**config.mk**
```make
export PLATFORM = sky130hd
export DESIGN_NAME = strobe_mon_flat
export DESIGN_NICKNAME = d
export VERILOG_FILES = /design/src/rtl/strobe_mon_if.sv /design/src/rtl/strobe_mon.sv /design/src/flat_wrapper.sv
export SDC_FILE = /design/constraint.sdc
export NUM_CORES = 1
export LEC_CHECK = 0
export CAP_MARGIN = 20
export CORE_UTILIZATION = 59
export CTS_BUF_LIST = sky130_fd_sc_hd__clkbuf_4 sky130_fd_sc_hd__clkbuf_8 sky130_fd_sc_hd__clkbuf_16
export CTS_CLUSTER_DIAMETER = 150
export CTS_CLUSTER_SIZE = 12
export DETAILED_ROUTE_END_ITERATION = 7
export PLACE_DENSITY = 0.82
export SETUP_SLACK_MARGIN = 0.3
export SLEW_MARGIN = 20
export SYNTH_ARGS = -nofsm -noshare
export SYNTH_HDL_FRONTEND = slang
export SYNTH_SLANG_ARGS = --single-unit
```
**constraint.sdc**
```tcl
create_clock -name clk_in -period 3.4 [get_ports clk_in]
set_input_delay 0.51 -clock clk_in [delete_from_list [all_inputs] [get_ports clk_in]]
set_output_delay 0.51 -clock clk_in [all_outputs]
set_load 0.005 [all_outputs]
```
**src/rtl/strobe_mon_if.sv**
```systemverilog
// rtl/strobe_mon_if.sv - strobe and status bundle between a strobe source/observer and strobe_mon
//
// Signals:
//   clk_en     strobe under test, one strobe per high cycle
//   err_clr    synchronous clear of the sticky error flag
//   period     last measured strobe period, in clk_in cycles
//   period_vld one-cycle pulse when period has just been updated
//   locked     high while the strobe period is stable at the expected ratio
//   timeout    one-cycle pulse when the strobe has gone missing
//   err        sticky period/timeout error flag
// Modports: master drives the strobe and clear, slave is the monitor.
interface strobe_mon_if #(
    parameter int CNT_W = 16
);
    logic             clk_en;
    logic             err_clr;
    logic [CNT_W-1:0] period;
    logic             period_vld;
    logic             locked;
    logic             timeout;
    logic             err;

    modport master (
        output clk_en, err_clr,
        input  period, period_vld, locked, timeout, err
    );

    modport slave (
        input  clk_en, err_clr,
        output period, period_vld, locked, timeout, err
    );
endinterface

```
**src/rtl/strobe_mon.sv**
```systemverilog
// rtl/strobe_mon.sv - clock-enable strobe period monitor with lock, timeout and sticky error
//
// Measures the clk_in cycles between consecutive clk_en strobes, compares
// each period with DIV, declares lock after LOCK_CNT consecutive good
// periods and flags bad periods or missing strobes.
//
// Ports:
//   clk_in  single rising-edge clock
//   rst     asynchronous active-high reset
//   bus     strobe_mon_if slave modport (clk_en, err_clr in;
//           period, period_vld, locked, timeout, err out, all registered)
module strobe_mon #(
    parameter int DIV      = 4,
    parameter int LOCK_CNT = 4,
    parameter int CNT_W    = 16
) (
    input  logic         clk_in,
    input  logic         rst,
    strobe_mon_if.slave  bus
);
    localparam int GOOD_W = (LOCK_CNT < 2) ? 1 : $clog2(LOCK_CNT + 1);

    localparam logic [CNT_W-1:0]  DIV_C     = CNT_W'(DIV);
    localparam logic [CNT_W-1:0]  CNT_MAX   = CNT_W'(2 * DIV);
    localparam logic [GOOD_W-1:0] GOOD_MAX  = GOOD_W'(LOCK_CNT);

    typedef enum logic [1:0] {
        SEARCH  = 2'd0,
        ACQUIRE = 2'd1,
        LOCKED  = 2'd2
    } state_t;

    state_t             state_q;
    logic [CNT_W-1:0]   cnt_q;
    logic [GOOD_W-1:0]  good_q;
    logic [CNT_W-1:0]   period_q;
    logic               period_vld_q;
    logic               locked_q;
    logic               timeout_q;
    logic               err_q;

    // Good-period count after accepting one more good period (saturating).
    logic [GOOD_W-1:0]  good_d;
    assign good_d = (good_q == GOOD_MAX) ? good_q : good_q + 1'b1;

    always_ff @(posedge clk_in or posedge rst) begin
        if (rst) begin
            state_q      <= SEARCH;
            cnt_q        <= '0;
            good_q       <= '0;
            period_q     <= '0;
            period_vld_q <= 1'b0;
            locked_q     <= 1'b0;
            timeout_q    <= 1'b0;
            err_q        <= 1'b0;
        end else begin
            period_vld_q <= 1'b0;
            timeout_q    <= 1'b0;
            // Clear first so that any set below in the same cycle wins.
            if (bus.err_clr) begin
                err_q <= 1'b0;
            end

            case (state_q)
                SEARCH: begin
                    cnt_q  <= '0;
                    good_q <= '0;
                    // First strobe only opens a measurement window.
                    if (bus.clk_en) begin
                        cnt_q   <= CNT_W'(1);
                        state_q <= ACQUIRE;
                    end
                end

                ACQUIRE, LOCKED: begin
                    if (!bus.clk_en) begin
                        if (cnt_q == CNT_MAX) begin
                            timeout_q <= 1'b1;
                            good_q    <= '0;
                            cnt_q     <= '0;
                            state_q   <= SEARCH;
                            locked_q  <= 1'b0;
                            if (state_q == LOCKED) begin
                                err_q <= 1'b1;
                            end
                        end else begin
                            cnt_q <= cnt_q + 1'b1;
                        end
                    end else begin
                        period_q     <= cnt_q;
                        period_vld_q <= 1'b1;
                        // The strobe cycle itself is cycle 1 of the next period.
                        cnt_q        <= CNT_W'(1);
                        if (cnt_q == DIV_C) begin
                            good_q <= good_d;
                            if (state_q == ACQUIRE && good_d == GOOD_MAX) begin
                                state_q  <= LOCKED;
                                locked_q <= 1'b1;
                            end
                        end else begin
                            good_q <= '0;
                            if (state_q == LOCKED) begin
                                err_q    <= 1'b1;
                                state_q  <= ACQUIRE;
                                locked_q <= 1'b0;
                            end
                        end
                    end
                end

                default: begin
                    state_q  <= SEARCH;
                    cnt_q    <= '0;
                    good_q   <= '0;
                    locked_q <= 1'b0;
                end
            endcase
        end
    end

    assign bus.period     = period_q;
    assign bus.period_vld = period_vld_q;
    assign bus.locked     = locked_q;
    assign bus.timeout    = timeout_q;
    assign bus.err        = err_q;
endmodule

```
**src/flat_wrapper.sv**
```systemverilog
// flat-port wrapper written by rule: the top's interface ports become plain ports
module strobe_mon_flat 
#(
    parameter int DIV      = 4,
    parameter int LOCK_CNT = 4,
    parameter int CNT_W    = 16
)
  (clk_in, rst, bus_clk_en, bus_err_clr, bus_period, bus_period_vld, bus_locked, bus_timeout, bus_err);
  strobe_mon_if #(.CNT_W(CNT_W)) bus_i ();
  input  logic clk_in;
  input  logic rst;
  input wire logic [$bits(bus_i.clk_en)-1:0] bus_clk_en;
  input wire logic [$bits(bus_i.err_clr)-1:0] bus_err_clr;
  output wire logic [$bits(bus_i.period)-1:0] bus_period;
  output wire logic [$bits(bus_i.period_vld)-1:0] bus_period_vld;
  output wire logic [$bits(bus_i.locked)-1:0] bus_locked;
  output wire logic [$bits(bus_i.timeout)-1:0] bus_timeout;
  output wire logic [$bits(bus_i.err)-1:0] bus_err;
  assign bus_i.clk_en = bus_clk_en;
  assign bus_i.err_clr = bus_err_clr;
  assign bus_period = bus_i.period;
  assign bus_period_vld = bus_i.period_vld;
  assign bus_locked = bus_i.locked;
  assign bus_timeout = bus_i.timeout;
  assign bus_err = bus_i.err;
  strobe_mon #(.DIV(DIV), .LOCK_CNT(LOCK_CNT), .CNT_W(CNT_W)) u_core (.clk_in(clk_in), .rst(rst), .bus(bus_i));
endmodule
```
; ---- Word-level counts from Yosys, hierarchy flattened
; Index checks and enable logic that the tools add are counted.
[word_totals]
ff_bits = 41
in_bits = 4
output_inout_bits = 20
wordCells = 60
[classes]
n_addsub = 2
n_eq_ne = 10
n_mux = 33
bitwise = 1
reduce_logical = 6
[op_table]
columns = operator, count
row1 = $mux W16, 2
row2 = $pmux W16 S2, 1
row3 = $mux W1, 17
row4 = $add A16 B1 Y16 const B, 1
row5 = $eq A16 B3 Y1 const B, 1
row6 = $eq A16 B4 Y1 const B, 1
row7 = $mux W3, 5
row8 = $mux W2, 6
row9 = $reduce_and A4 Y1, 2
row10 = $eq A3 B3 Y1 const B, 2
row11 = $ne A4 B2 Y1 const B, 1
row12 = $ne A4 B4 Y1 const B, 1
row13 = $pmux W2 S2, 1
row14 = $add A3 B1 Y3 const B, 1
row15 = $ne A3 B2 Y1 const B, 1
row16 = $eq A2 B1 Y1 const B, 1
row17 = $eq A2 B2 Y1 const B, 1
row18 = $logic_not A2 Y1, 1
row19 = $ne A2 B2 Y1 const B, 1
row20 = $pmux W1 S2, 1
row21 = $reduce_and A2 Y1, 1
row22 = $reduce_or A2 Y1, 1
row23 = $logic_and A1 B1 Y1, 1
row24 = $not A1 Y1, 1

; ---- Logic depth before layout (Yosys ltp)
[logic_depth]
word_depth = 8
depth_mapped = 9
mapped_depth_nobuf = 7

; ---- Worst setup path after synthesis
; Ideal clock, no wire load.
[synth_path]
path_kind = register -> register
start = register u_core.good_q[0]
end = register u_core.state_q[0]
setup_ps = 128
arrival_time_ps = 1791
required_time_ps = 3272
path_slack_ps = 1482
stages_incl_launch_ff = 8
n_path_buf = 0
synth_period_minus_slack_ps = 1918
path_cell_list = dfrtp_1 inv_1 ha_1 nor4bb_1 o31ai_1 or2_0 a211oi_1 mux2_1
[synth_between]
elab_chain_cells = 6
elab_cells_between_ends = 7
cone_classes = add/sub: 1 / eq/ne: 3 / mux: 1 / reduce/logical: 2
[synth_lines]
columns = element, line_no
row1 = from (decl), strobe_mon.sv:35  ; logic [GOOD_W-1:0] good_q;
row2 = from (signal assigned), strobe_mon.sv:95  ; good_q <= good_d;
row3 = $add A3 B1 Y3 / $eq A3 B3 Y1 (equally long branches), strobe_mon.sv:44  ; assign good_d = (good_q == GOOD_MAX) ? good_q : good_q + 1'b1;
row4 = $mux W3 (*), strobe_mon.sv:44
row5 = $eq A3 B3 Y1 (*), strobe_mon.sv:96  ; if (state_q == ACQUIRE && good_d == GOOD_MAX) begin
row6 = $logic_and A1 B1 Y1 (*), strobe_mon.sv:96
row7 = $ne A4 B4 Y1 (no line) (*), -
row8 = $reduce_and A4 Y1 (no line) (*), -
row9 = to (signal assigned), strobe_mon.sv:97  ; state_q <= LOCKED;
row10 = to (signal assigned), strobe_mon.sv:104  ; state_q <= ACQUIRE;
row11 = to (signal assigned), strobe_mon.sv:112  ; state_q <= SEARCH;
row12 = to (decl), strobe_mon.sv:33  ; state_t state_q;
; Every way passes the cells marked *; elsewhere a longest branch is shown, timed or not.
; A chain may end at the register's enable or synchronous reset.

; ---- Worst setup path after layout
[layout_path]
start = register u_core.state_q[0]
end = register u_core.state_q[1]
[layout_between]
elab_chain_cells = 4
elab_cells_between_ends = 11
cone_classes = eq/ne: 6 / mux: 1 / reduce/logical: 4
[layout_lines]
columns = element, line_no
row1 = from (signal assigned), strobe_mon.sv:48  ; state_q <= SEARCH;
row2 = from (signal assigned), strobe_mon.sv:71  ; state_q <= ACQUIRE;
row3 = from (signal assigned), strobe_mon.sv:81  ; state_q <= SEARCH;
row4 = $eq A2 B1 Y1 / $eq A2 B2 Y1 (equally long branches), "strobe_mon.sv:64, strobe_mon.sv:96, strobe_mon.sv:102"
row5 = $reduce_or A2 Y1 / $logic_and A1 B1 Y1 (equally long branches), "strobe_mon.sv:64, strobe_mon.sv:96"
row6 = "$ne A4 B2 Y1 (no line), or another cell as far along", -
row7 = $reduce_and A4 Y1 (no line), -
; Several ways; a longest one is shown, not always the timed one.

==> out/qor.yml <==
outcome:
  status: "finished, final reports clean"
drt:
  vias_per_cell: 5.75
  num_vias: 1524
  first_pass_iters: 4
  drt-total-wl_um: 3960
  drt_iter0_drc: 75
  drt-wirelength-per-cell_um: 14.9
  drt.antenna.violating_nets: 0
  drc: 0
clocking:
  root_buffer: "clkbuf_4"
  cts_tree: "built"
  post-cts-setup-buffers: 0
  clk_pin_slew_worst_paths_ns: 0.12
  cts_resized: 0
  clock_latency_ns: 0.35
  hold_buffers: 0
  clkSinkCount: 41
  htreeDepth: 2
  numCtsBuffers: 5
  clk_path_buf_depth: 2
power_and_ir_drop:
  powerDensity_nw_per_um2: 473
  peakVddDrop_uv: 292
  p_leak_nw: 1.10
  power_mw: 1.13
yosys:
  yosysSeqAreaShare: 0.497
  netlist_area_sq_um: 2060
  syn-num-nets: 207
  netlist_instances: 195
  synthDistinctLibCells: 40
  ys.warnings.count: 0
  syn_avg_cell_area_sq_um: 10.6
  synth-seq-cells: 41
layout:
  final_nets: 230
  antenna_cells: 0
  register_area_sq_um: 1030
  layout_common_cells: "41 x dfrtp_1, 24 x nor2_1, 23 x clkdlybuf4s50_1"
  drive_gt1_frac: 0.128
  multi_input_area_sq_um: 941
  fillCellCount: 259
  final_common_cell: "dfrtp_1"
  area_delta_synth_final_pct: 15.6
global_route:
  grt_overflow_total: 0
  grt_max_degree: 42
  grt_usage: 0.239
  grt_first_pass_wirelength_um: 6440
  grt_pass1_vias: 1530
  antenna_found_initial: 0
timing:
  hold_viol: 0
  max_freq_ghz: 0.454
  final.setup_skew_ns: 0.00905
  rsz0062_at_grt: "no"
  max-slew-margin-rel: 0.612
  period_needed_ns: 2.20
  holdWs_ns: 0.503
  finalCritPeriodShare: 0.648
  tightestPinTransition_ns: 0.582
  slew_viol_final: 0
  worst_slack_ns: 1.20
  setup_viol_count_final: 0
  final.setup.tns_ns: 0
critical_path:
  critPathLaunch: "u_core.state_q[0]$_DFFE_PP0P_"
  cp.required_ns: 3.68
  r2r_cells: 7
  path_class: "flop to flop"
  crit_path_end_kind: "flop"
  cp_cell_sequence: "inv_1 -> ha_1 -> nand2_1 -> buf_4 -> nor4_1 -> o22ai_1 -> a21oi_1"
  reg2reg_slack_ns: 1.20
  reg2reg_to: "u_core.state_q[1]$_DFFE_PP0P_"
  critical-path-top-delay-family: "simple AND/OR/NAND/NOR gates"
  r2r_start: "u_core.state_q[0]$_DFFE_PP0P_"
  cp.arrival_ns: 2.48
  max_stage_delay_ns: 0.42
  worst-path-stages: 7
  crit_buf_inv: 2
  worstSetupEndpoint: "u_core.state_q[1]$_DFFE_PP0P_"
  cp_max_fo: 14
  slowest_stage: "dfrtp_1"
  critPathLaunchType: "flop"
floorplanning:
  dieHeight_um: 61.1
  ios: 24
  initial_core_util: 0.618
  std_cell_rows: 21
  die_area_sq_um: 3740
  core_sq_um: 3340
  fp.dieW_um: 61.1
placement:
  dp_slack_ns: 0.927
  dp_hpwl_um: 2710
  portBuffers: 23
  place_congestion: 0.911
flow_run:
  maxCapViolCount: 0
worst_hold_path:
  hold_path.class: "flop to flop"
## stage by stage
stage,instances,cell area (sq um),utilization
4_1_cts,265,2380,0.715
3_3_place_gp,257,2310,0.694
5_1_grt,265,2380,0.715
2_1_floorplan,195,2060,-
6_report,265,2380,0.715
3_5_place_dp,257,2310,0.694
## Yosys cell counts
cell type	n	area, sq um
a211o_1	1	8.76
a211oi_1	1	7.51
a21oi_1	10	50.1
a21oi_4	1	16.3
a22o_1	3	26.3
and2_1	1	6.26
and2b_2	1	8.76
and3_1	2	12.5
and3b_1	2	17.5
and4_1	3	26.3
and4bb_1	1	12.5
buf_1	1	3.75
buf_2	2	10.0
buf_6	2	22.5
clkbuf_1	4	15.0
dfrtp_1	41	1030
ha_1	8	100
inv_1	12	45.0
mux2_1	1	11.3
mux2_2	14	158
nand2_1	14	52.6
nand2b_1	2	12.5
nand3_1	5	25.0
nand3b_1	1	7.51
nand4_1	5	31.3
nand4b_1	1	8.76
nor2_1	24	90.1
nor2b_1	3	18.8
nor3_1	2	10.0
nor4_1	1	6.26
nor4_2	2	25.0
nor4bb_1	1	10.0
o21ai_0	3	15.0
o221ai_1	1	8.76
o22ai_1	1	6.26
o31ai_1	2	15.0
or2_0	1	6.26
or4_1	1	7.51
xnor2_1	5	43.8
xor2_1	9	78.8
## worst min-delay path by stage
stage                                            startpoint                           endpoint  slack, ns  cells past startpoint
after floorplan            u_core.bus.period[0]$_DFFE_PP0P_   u_core.bus.period[0]$_DFFE_PP0P_       0.47                      2
after global placement     u_core.bus.period[0]$_DFFE_PP0P_   u_core.bus.period[0]$_DFFE_PP0P_       0.47                      2
after detailed placement   u_core.bus.period[1]$_DFFE_PP0P_   u_core.bus.period[1]$_DFFE_PP0P_       0.48                      2
after CTS                  u_core.bus.period[1]$_DFFE_PP0P_   u_core.bus.period[1]$_DFFE_PP0P_       0.51                      2
after global routing      u_core.bus.period[14]$_DFFE_PP0P_  u_core.bus.period[14]$_DFFE_PP0P_       0.53                      1
final                      u_core.bus.period[1]$_DFFE_PP0P_   u_core.bus.period[1]$_DFFE_PP0P_       0.50                      2
## power by group
| part | total, mW | internal [mW] | switching (mW) |
|---|---|---|---|
| Sequential | 0.561 | 0.524 | 0.0371 |
| Combinational | 0.294 | 0.125 | 0.169 |
| Clock | 0.274 | 0.120 | 0.154 |
## metal layers
layer  wire length [um]  share of wire  GRT usage  up-vias
met5                  0              0          0        -
met4                 74          0.019      0.130        0
met3                113          0.029     0.0441       10
met2               2060           0.52      0.407       33
met1               1710           0.43      0.288      766
li1                   -              -          -      715
## area by class of cell
type                       count  share of cell area
timing repair buffer          25               0.103
multi-input combinational    133               0.395
clock buffer                   7              0.0273
clock inverter                 1             0.00210
sequential                    41               0.430
tap                           46              0.0241
inverter                      12              0.0189
## worst reg2reg max path: stages, from the launching register on
cell	delay (ns)
dfrtp_1	0.42
inv_1	0.08
ha_1	0.36
nand2_1	0.32
buf_4	0.31
nor4_1	0.35
o22ai_1	0.16
a21oi_1	0.13
## cell families (layout without fill, tap and decap cells)
| family | after synthesis | count (layout) | synth area share |
|---|---|---|---|
| AOI/OAI and AO/OA | 23 | 23 | 0.0746 |
| xor gates and xnor gates | 14 | 14 | 0.0594 |
| adders and majority gates | 8 | 8 | 0.0485 |
| buffers and inverters | 21 | 45 | 0.0467 |
| DFF | 41 | 41 | 0.497 |
| muxes | 15 | 15 | 0.0819 |
| and+or+nand+nor | 73 | 73 | 0.192 |
## sequential cells by signal (all words and copies together) (netlist names)
register and flops:
u_core.bus.period_vld 1, u_core.state_q 2, u_core.cnt_q 16, u_core.bus.locked 1, u_core.bus.period 16, u_core.bus.timeout 1, u_core.good_q 3, u_core.bus.err 1
No activity file was read; power rests on OpenSTA's default activity.
